<file path="config.mk">
export PLATFORM = sky130hd
export DESIGN_NAME = multicycle_alu
export DESIGN_NICKNAME = d
export VERILOG_FILES = /design/src/rtl/multicycle_alu_pkg.sv /design/src/rtl/multicycle_alu_muldiv_iter.sv /design/src/rtl/multicycle_alu.sv
export SDC_FILE = /design/constraint.sdc
export NUM_CORES = 1
export LEC_CHECK = 0
export ABC_CLOCK_PERIOD_IN_PS = 4900
export CORE_ASPECT_RATIO = 0.5
export CORE_MARGIN = 10
export CORE_UTILIZATION = 50
export CTS_CLUSTER_SIZE = 25
export DETAILED_ROUTE_END_ITERATION = 8
export PLACE_DENSITY = 0.68
export SYNTH_ARGS = -nofsm -noshare
export SYNTH_HDL_FRONTEND = slang
export SYNTH_HIERARCHICAL = 1
export SYNTH_SLANG_ARGS = --single-unit
</file>
<file path="constraint.sdc">
create_clock -name clock -period 4.9 [get_ports clock]
set_input_delay 0.49 -clock clock [delete_from_list [all_inputs] [get_ports clock]]
set_output_delay 0.49 -clock clock [all_outputs]
set_load 0.02 [all_outputs]
</file>
<file path="src/rtl/multicycle_alu_pkg.sv">
// Shared definitions for the multi-cycle ALU: op codes, FSM states and
// the signed-minimum helper used for overflow cases.
package alu_pkg;

  localparam logic [4:0] OP_ADD  = 5'b00000;
  localparam logic [4:0] OP_SUB  = 5'b00100;
  localparam logic [4:0] OP_AND  = 5'b00001;
  localparam logic [4:0] OP_OR   = 5'b00101;
  localparam logic [4:0] OP_XOR  = 5'b00010;
  localparam logic [4:0] OP_LUI  = 5'b00110;
  localparam logic [4:0] OP_SLL  = 5'b00011;
  localparam logic [4:0] OP_SRL  = 5'b00111;
  localparam logic [4:0] OP_SRA  = 5'b01111;
  localparam logic [4:0] OP_MULU = 5'b10000;
  localparam logic [4:0] OP_MUL  = 5'b10001;
  localparam logic [4:0] OP_DIVU = 5'b10010;
  localparam logic [4:0] OP_DIV  = 5'b10011;

  localparam int unsigned MAX_WIDTH = 128;

  typedef enum logic [1:0] {IDLE, MUL, DIV, FIX} state_t;

  // Most negative two's-complement value of the given width, zero-extended.
  function automatic logic [MAX_WIDTH-1:0] signed_min(input int unsigned width);
    logic [MAX_WIDTH-1:0] m;
    m = '0;
    m[width-1] = 1'b1;
    return m;
  endfunction

endpackage

</file>
<file path="src/rtl/multicycle_alu_muldiv_iter.sv">
// Iterative multiply/divide datapath: shift-add multiply and restoring
// divide on operand magnitudes, with sign fix-up applied on the outputs.
module muldiv_iter
  import alu_pkg::*;
#(
  parameter int unsigned WIDTH = 32,
  parameter int unsigned SHW   = $clog2(WIDTH)
) (
  input  logic             clock,
  input  logic             reset,
  input  logic             load,
  input  logic             step,
  input  logic             is_div,
  input  logic             is_signed,
  input  logic [WIDTH-1:0] a,
  input  logic [WIDTH-1:0] b,
  output logic             last,
  output logic [WIDTH-1:0] lo,
  output logic [WIDTH-1:0] hi
);

  logic [WIDTH-1:0]   acc, mq, opnd;
  logic [SHW:0]       cnt;
  logic               div_mode, neg_lo, neg_hi;
  logic               a_neg, b_neg;
  logic [WIDTH-1:0]   mag_a, mag_b;
  logic [WIDTH:0]     sum, shifted, trial;
  logic               fits;
  logic [2*WIDTH-1:0] prod, prod_fix;

  assign a_neg = is_signed && a[WIDTH-1];
  assign b_neg = is_signed && b[WIDTH-1];
  assign mag_a = a_neg ? -a : a;
  assign mag_b = b_neg ? -b : b;

  assign sum     = {1'b0, acc} + {1'b0, (mq[0] ? opnd : {WIDTH{1'b0}})};
  assign shifted = {acc, mq[WIDTH-1]};
  assign trial   = shifted - {1'b0, opnd};
  assign fits    = shifted >= {1'b0, opnd};

  assign last     = cnt == (SHW+1)'(1);
  assign prod     = {acc, mq};
  assign prod_fix = neg_lo ? -prod : prod;

  always_ff @(posedge clock) begin
    if (reset) begin
      acc      <= '0;
      mq       <= '0;
      opnd     <= '0;
      cnt      <= '0;
      div_mode <= 1'b0;
      neg_lo   <= 1'b0;
      neg_hi   <= 1'b0;
    end else if (load) begin
      acc      <= '0;
      mq       <= mag_a;
      opnd     <= mag_b;
      cnt      <= (SHW+1)'(WIDTH);
      div_mode <= is_div;
      neg_lo   <= a_neg ^ b_neg;
      neg_hi   <= is_div && a_neg;
    end else if (step) begin
      // Divide shifts the dividend into acc one bit per step; a shifted value
      // with its top bit set always exceeds the divisor, so it never truncates.
      if (div_mode) begin
        acc <= fits ? trial[WIDTH-1:0] : shifted[WIDTH-1:0];
        mq  <= {mq[WIDTH-2:0], fits};
      end else begin
        acc <= sum[WIDTH:1];
        mq  <= {sum[0], mq[WIDTH-1:1]};
      end
      cnt <= cnt - (SHW+1)'(1);
    end
  end

  always_comb begin
    if (div_mode) begin
      lo = neg_lo ? -mq : mq;
      hi = neg_hi ? -acc : acc;
    end else begin
      lo = prod_fix[WIDTH-1:0];
      hi = prod_fix[2*WIDTH-1:WIDTH];
    end
  end

endmodule

</file>
<file path="src/rtl/multicycle_alu.sv">
// Registered ALU with single-cycle ops and iterative mul/div behind a
// start/busy/done handshake.
module multicycle_alu
  import alu_pkg::*;
#(
  parameter int unsigned WIDTH = 32,
  parameter int unsigned SHW   = $clog2(WIDTH)
) (
  input  logic             clock,
  input  logic             reset,
  input  logic             start,
  input  logic [4:0]       aluc,
  input  logic [WIDTH-1:0] a,
  input  logic [WIDTH-1:0] b,
  output logic [WIDTH-1:0] s,
  output logic [WIDTH-1:0] hi,
  output logic             z,
  output logic             busy,
  output logic             done
);

  state_t           state, state_n;
  logic             pend_valid;
  logic [4:0]       pend_op;
  logic [WIDTH-1:0] pend_a, pend_b;
  logic             is_muldiv, is_div, div_zero, pend_multi, accept;
  logic             load, step, last, upd;
  logic [SHW-1:0]   sh;
  logic [WIDTH-1:0] quick, res_s, res_hi, iter_lo, iter_hi;

  assign is_muldiv  = pend_op[4] && (pend_op[3:2] == 2'b00);
  assign is_div     = pend_op[1];
  assign div_zero   = is_div && (pend_b == '0);
  assign pend_multi = pend_valid && is_muldiv && !div_zero;
  assign busy       = state != IDLE;
  // The decode cycle of a mul/div is not yet busy but must not take a new request.
  assign accept     = start && !busy && !pend_multi;
  assign sh         = pend_a[SHW-1:0];

  always_comb begin
    quick = '0;
    if (!pend_op[4]) begin
      case (pend_op[2:0])
        3'b000: quick = pend_a + pend_b;
        3'b100: quick = pend_a - pend_b;
        3'b001: quick = pend_a & pend_b;
        3'b101: quick = pend_a | pend_b;
        3'b010: quick = pend_a ^ pend_b;
        3'b110: quick = pend_b << (WIDTH/2);
        3'b011: if (!pend_op[3]) quick = pend_b << sh;
        3'b111: begin
          if (pend_op[3]) quick = $signed(pend_b) >>> sh;
          else            quick = pend_b >> sh;
        end
        default: quick = '0;
      endcase
    end
  end

  always_comb begin
    state_n = state;
    load    = 1'b0;
    step    = 1'b0;
    upd     = 1'b0;
    res_s   = '0;
    res_hi  = '0;
    case (state)
      IDLE: begin
        if (pend_valid) begin
          if (is_muldiv && !div_zero) begin
            load    = 1'b1;
            state_n = is_div ? DIV : MUL;
          end else begin
            upd = 1'b1;
            if (is_muldiv) begin
              res_s  = '1;
              res_hi = pend_a;
            end else begin
              res_s = quick;
            end
          end
        end
      end
      MUL, DIV: begin
        step = 1'b1;
        if (last) state_n = FIX;
      end
      FIX: begin
        upd     = 1'b1;
        res_s   = iter_lo;
        res_hi  = iter_hi;
        state_n = IDLE;
      end
      default: state_n = IDLE;
    endcase
  end

  always_ff @(posedge clock) begin
    if (reset) begin
      state      <= IDLE;
      pend_valid <= 1'b0;
      pend_op    <= '0;
      pend_a     <= '0;
      pend_b     <= '0;
      s          <= '0;
      hi         <= '0;
      z          <= 1'b1;
      done       <= 1'b0;
    end else begin
      state      <= state_n;
      pend_valid <= accept;
      done       <= upd;
      if (accept) begin
        pend_op <= aluc;
        pend_a  <= a;
        pend_b  <= b;
      end
      if (upd) begin
        s  <= res_s;
        hi <= res_hi;
        z  <= res_s == '0;
      end
    end
  end

  muldiv_iter #(
    .WIDTH (WIDTH),
    .SHW   (SHW)
  ) u_iter (
    .clock     (clock),
    .reset     (reset),
    .load      (load),
    .step      (step),
    .is_div    (is_div),
    .is_signed (pend_op[0]),
    .a         (pend_a),
    .b         (pend_b),
    .last      (last),
    .lo        (iter_lo),
    .hi        (iter_hi)
  );

endmodule
</file>
==> flow_summary.ini <==
[logic_synthesis]
yosysWarnings = 6
netlist_area_sq_um = 26100
synthCells = 3585
ys.flop_type = dfxtp_1
yosysMostFrequentCell = nand2_1
async_flop_share_pct = 0
synth_common_cells = nand2_1, nor2_1, a21oi_1, dfxtp_1, clkbuf_1
ys_seq_area_share_pct = 18.6
yosysTopAreaCell = dfxtp_1
netlist-cell-type-count = 102
synth.area.top_cells = dfxtp_1, ha_1, nand2_1
ys_seq_elements = 243
synth-edff-count = 0
synth_nets = 3828
synthDominantCellAreaShare_pct = 18.6
avgSynthCellArea_sq_um = 7.29

[run]
max_cap_viol_count = 0

[floorplan]
rows = 59
initial_core_util_pct = 50.4
io_pins = 139
die_w_um = 343
die_y_um = 182
core_area_sq_um = 51800
die_area_sq_um = 62300

[routing]
vias = 29924
wire_per_inst_um = 29.2
via_per_inst = 6.88
drtAntennaViolNets = 0
drt_wl_total_mm = 127
drcViolationCount = 0
dr.pass1.iters = 8
drt_iter0_drc = 4407

[worst_setup_path]
cp-start-kind = flop
path_max_fanout = 8
path_delay_family = simple AND/OR/NAND/NOR gates
critical_path.cell_chain = nor4_4, nor4b_1, buf_4, nand2b_1, o41ai_1, xnor2_1, ha_1, a21oi_1, o21ai_1, a21o_1, or4_1, a21oi_1, nor4_2, a2111oi_1, nand3b_1, nor4_1, a221o_1
critPathMostFrequentCell = a21oi_1
arrival_ns = 5.19
critical_path_buf_inv_count = 1
required_ns = 5.44
worst_setup_path_end_kind = flop
critPathSlowestCell = or4_1
cpPeakStageDelay_ns = 0.47
worstSetupPathType = reg -> reg

[timing]
rsz0062_at_grt = false
tightest_slew_ns = 1.14
setup_viol = 0
drv_slew = 0
timing_hold_violations_final = 0
max-slew-margin-rel_pct = 23.6
period_share_pct = 94.8
timing.fmax_mhz = 215
period_needed_ns = 4.64
finClkSkew_ns = 0.0148
tns_ns = 0

[pwr]
combinationalPowerShare_pct = 70.0
p_clk_share_pct = 12.8
vdd_drop_max_v = 0.000359
intPower_mw = 7.79
p_leak_nw = 11.4
seqPwrFrac_pct = 17.2
switching_share_pct = 54.6
p_per_area_nw_per_um2 = 583
total_power_mw = 17.1
p_sw_mw = 9.35

[grt]
antenna_found_initial = 9
grt_max_degree = 98
grt_pass1_wl_mm = 185
grt_use_total_pct = 38.8
grt_pass1_vias = 27344
grt_overflow = 0

[cts]
clock-sinks = 243
clkLatencyLatePin_ns = 0.60
cts_tree = built
numCtsBuffers = 26
cts.path.max_buffers = 3
root_buffer = clkbuf_16
htree_levels = 1
cts.clk_slew.worst_paths_ns = 0.07

[place]
portBuffers = 138
place_inst = 4302
dp_hpwl_mm = 97.7
place_congestion = 1.10

[run_status]
status = completed

[layout]
fill_cells = 5048
multi_input_area_sq_um = 19500
area_growth_pct = 12.6
layout.cells.non_filler = 4352
regArea_sq_um = 4880
drive_above_1_share_pct = 9.84
nNetsFinal = 3872

[min_path]
timing.hold.worst.class = in -> reg
[cells in the final DEF (no fill, tap or decap), types with 40 or more instances in the layout]
cell / netlist / routed
a211oi_1: 117 / 117
a21o_1: 46 / 46
a21oi_1: 299 / 299
a221oi_1: 48 / 48
buf_4: 9 / 166
clkdlybuf4s50_1: 0 / 137
dfxtp_1: 243 / 237
ha_1: 168 / 167
inv_1: 136 / 135
mux2i_1: 89 / 89
mux4_2: 49 / 49
nand2_1: 452 / 451
nand2b_1: 41 / 41
nand3_1: 78 / 78
nand4_1: 40 / 40
nor2_1: 369 / 369
nor3_1: 94 / 93
o21ai_0: 207 / 206
xnor2_1: 124 / 124
xor2_1: 89 / 89
[final timing paths]
kind                                start               to  slack [ns]  cells after the start
worst max register to register  pend_b[2]                z        0.26                     17
worst min register to register      s[14]            s[14]        0.46                      2
worst max-delay path            pend_b[2]                z        0.26                     17
worst min-delay path                reset  u_iter/opnd[21]        0.40                      2
[metal layers]
metal  track usage, %  wire length (um)
met5                0                91
met4             19.7              7900
met3             9.73             15900
met2             58.0             52500
met1             51.3             50800
[through the flow]
step	cell area, sq um	hold slack (ns)	utilization (%)	setup WS (ns)
final	29400	0.396	56.7	0.256
after global routing	29400	0.414	56.7	0.0103
after CTS	29400	0.384	56.7	0.281
after detailed placement	28500	0.449	55.0	0.299
after global placement	28500	0.446	55.0	0.436
after floorplan	26100	0.450	-	0.430
[cells by family after synthesis]
kind of cell    after synthesis  share of synthesized area [%]
xor+xnor                    213                           7.14
mux                         162                           8.89
flops                       243                           18.6
simple gates               1283                           22.8
compound gates             1083                           27.4
buf+inv                     430                           6.86
fa+ha+maj                   171                           8.28
[power groups by stage]
stage / clock network [mW] / registers [mW] / logic, mW
final: 2.19 / 2.95 / 12.0
after floorplan: 0 / 2.92 / 7.56
after detailed placement: 0 / 2.95 / 11.5
after global routing: 2.28 / 2.96 / 12.7
after CTS: 2.20 / 2.91 / 11.6
after global placement: 0 / 2.94 / 11.5
[final cells by class]
class                      count  share of cell area (%)
tap                          701                    2.98
antenna                        3                  0.0255
sequential                   243                    16.6
clock inverter                12                   0.566
timing repair buffer         309                    9.28
inverter                     137                    1.75
multi-input combinational   2912                    66.3
clock buffer                  35                    2.53
[timing repair]
action	in CTS	in global routing
hold buffers	0	0
setup endpoints to repair	0	2
resized for setup	0	3
setup buffers	0	0
[state kept, by name, indices dropped and copies added (netlist names)]
register and flops:
u_iter/mq 32, u_iter/cnt 6, done 1, pend_a 32, state 2, u_iter/opnd 32
pend_valid 1, u_iter/neg_hi 1, pend_b 32, u_iter/div_mode 1, pend_op 5, z 1
s 32, u_iter/neg_lo 1, hi 32, u_iter/acc 32
Note: power is estimated with default switching activity, not from simulation.
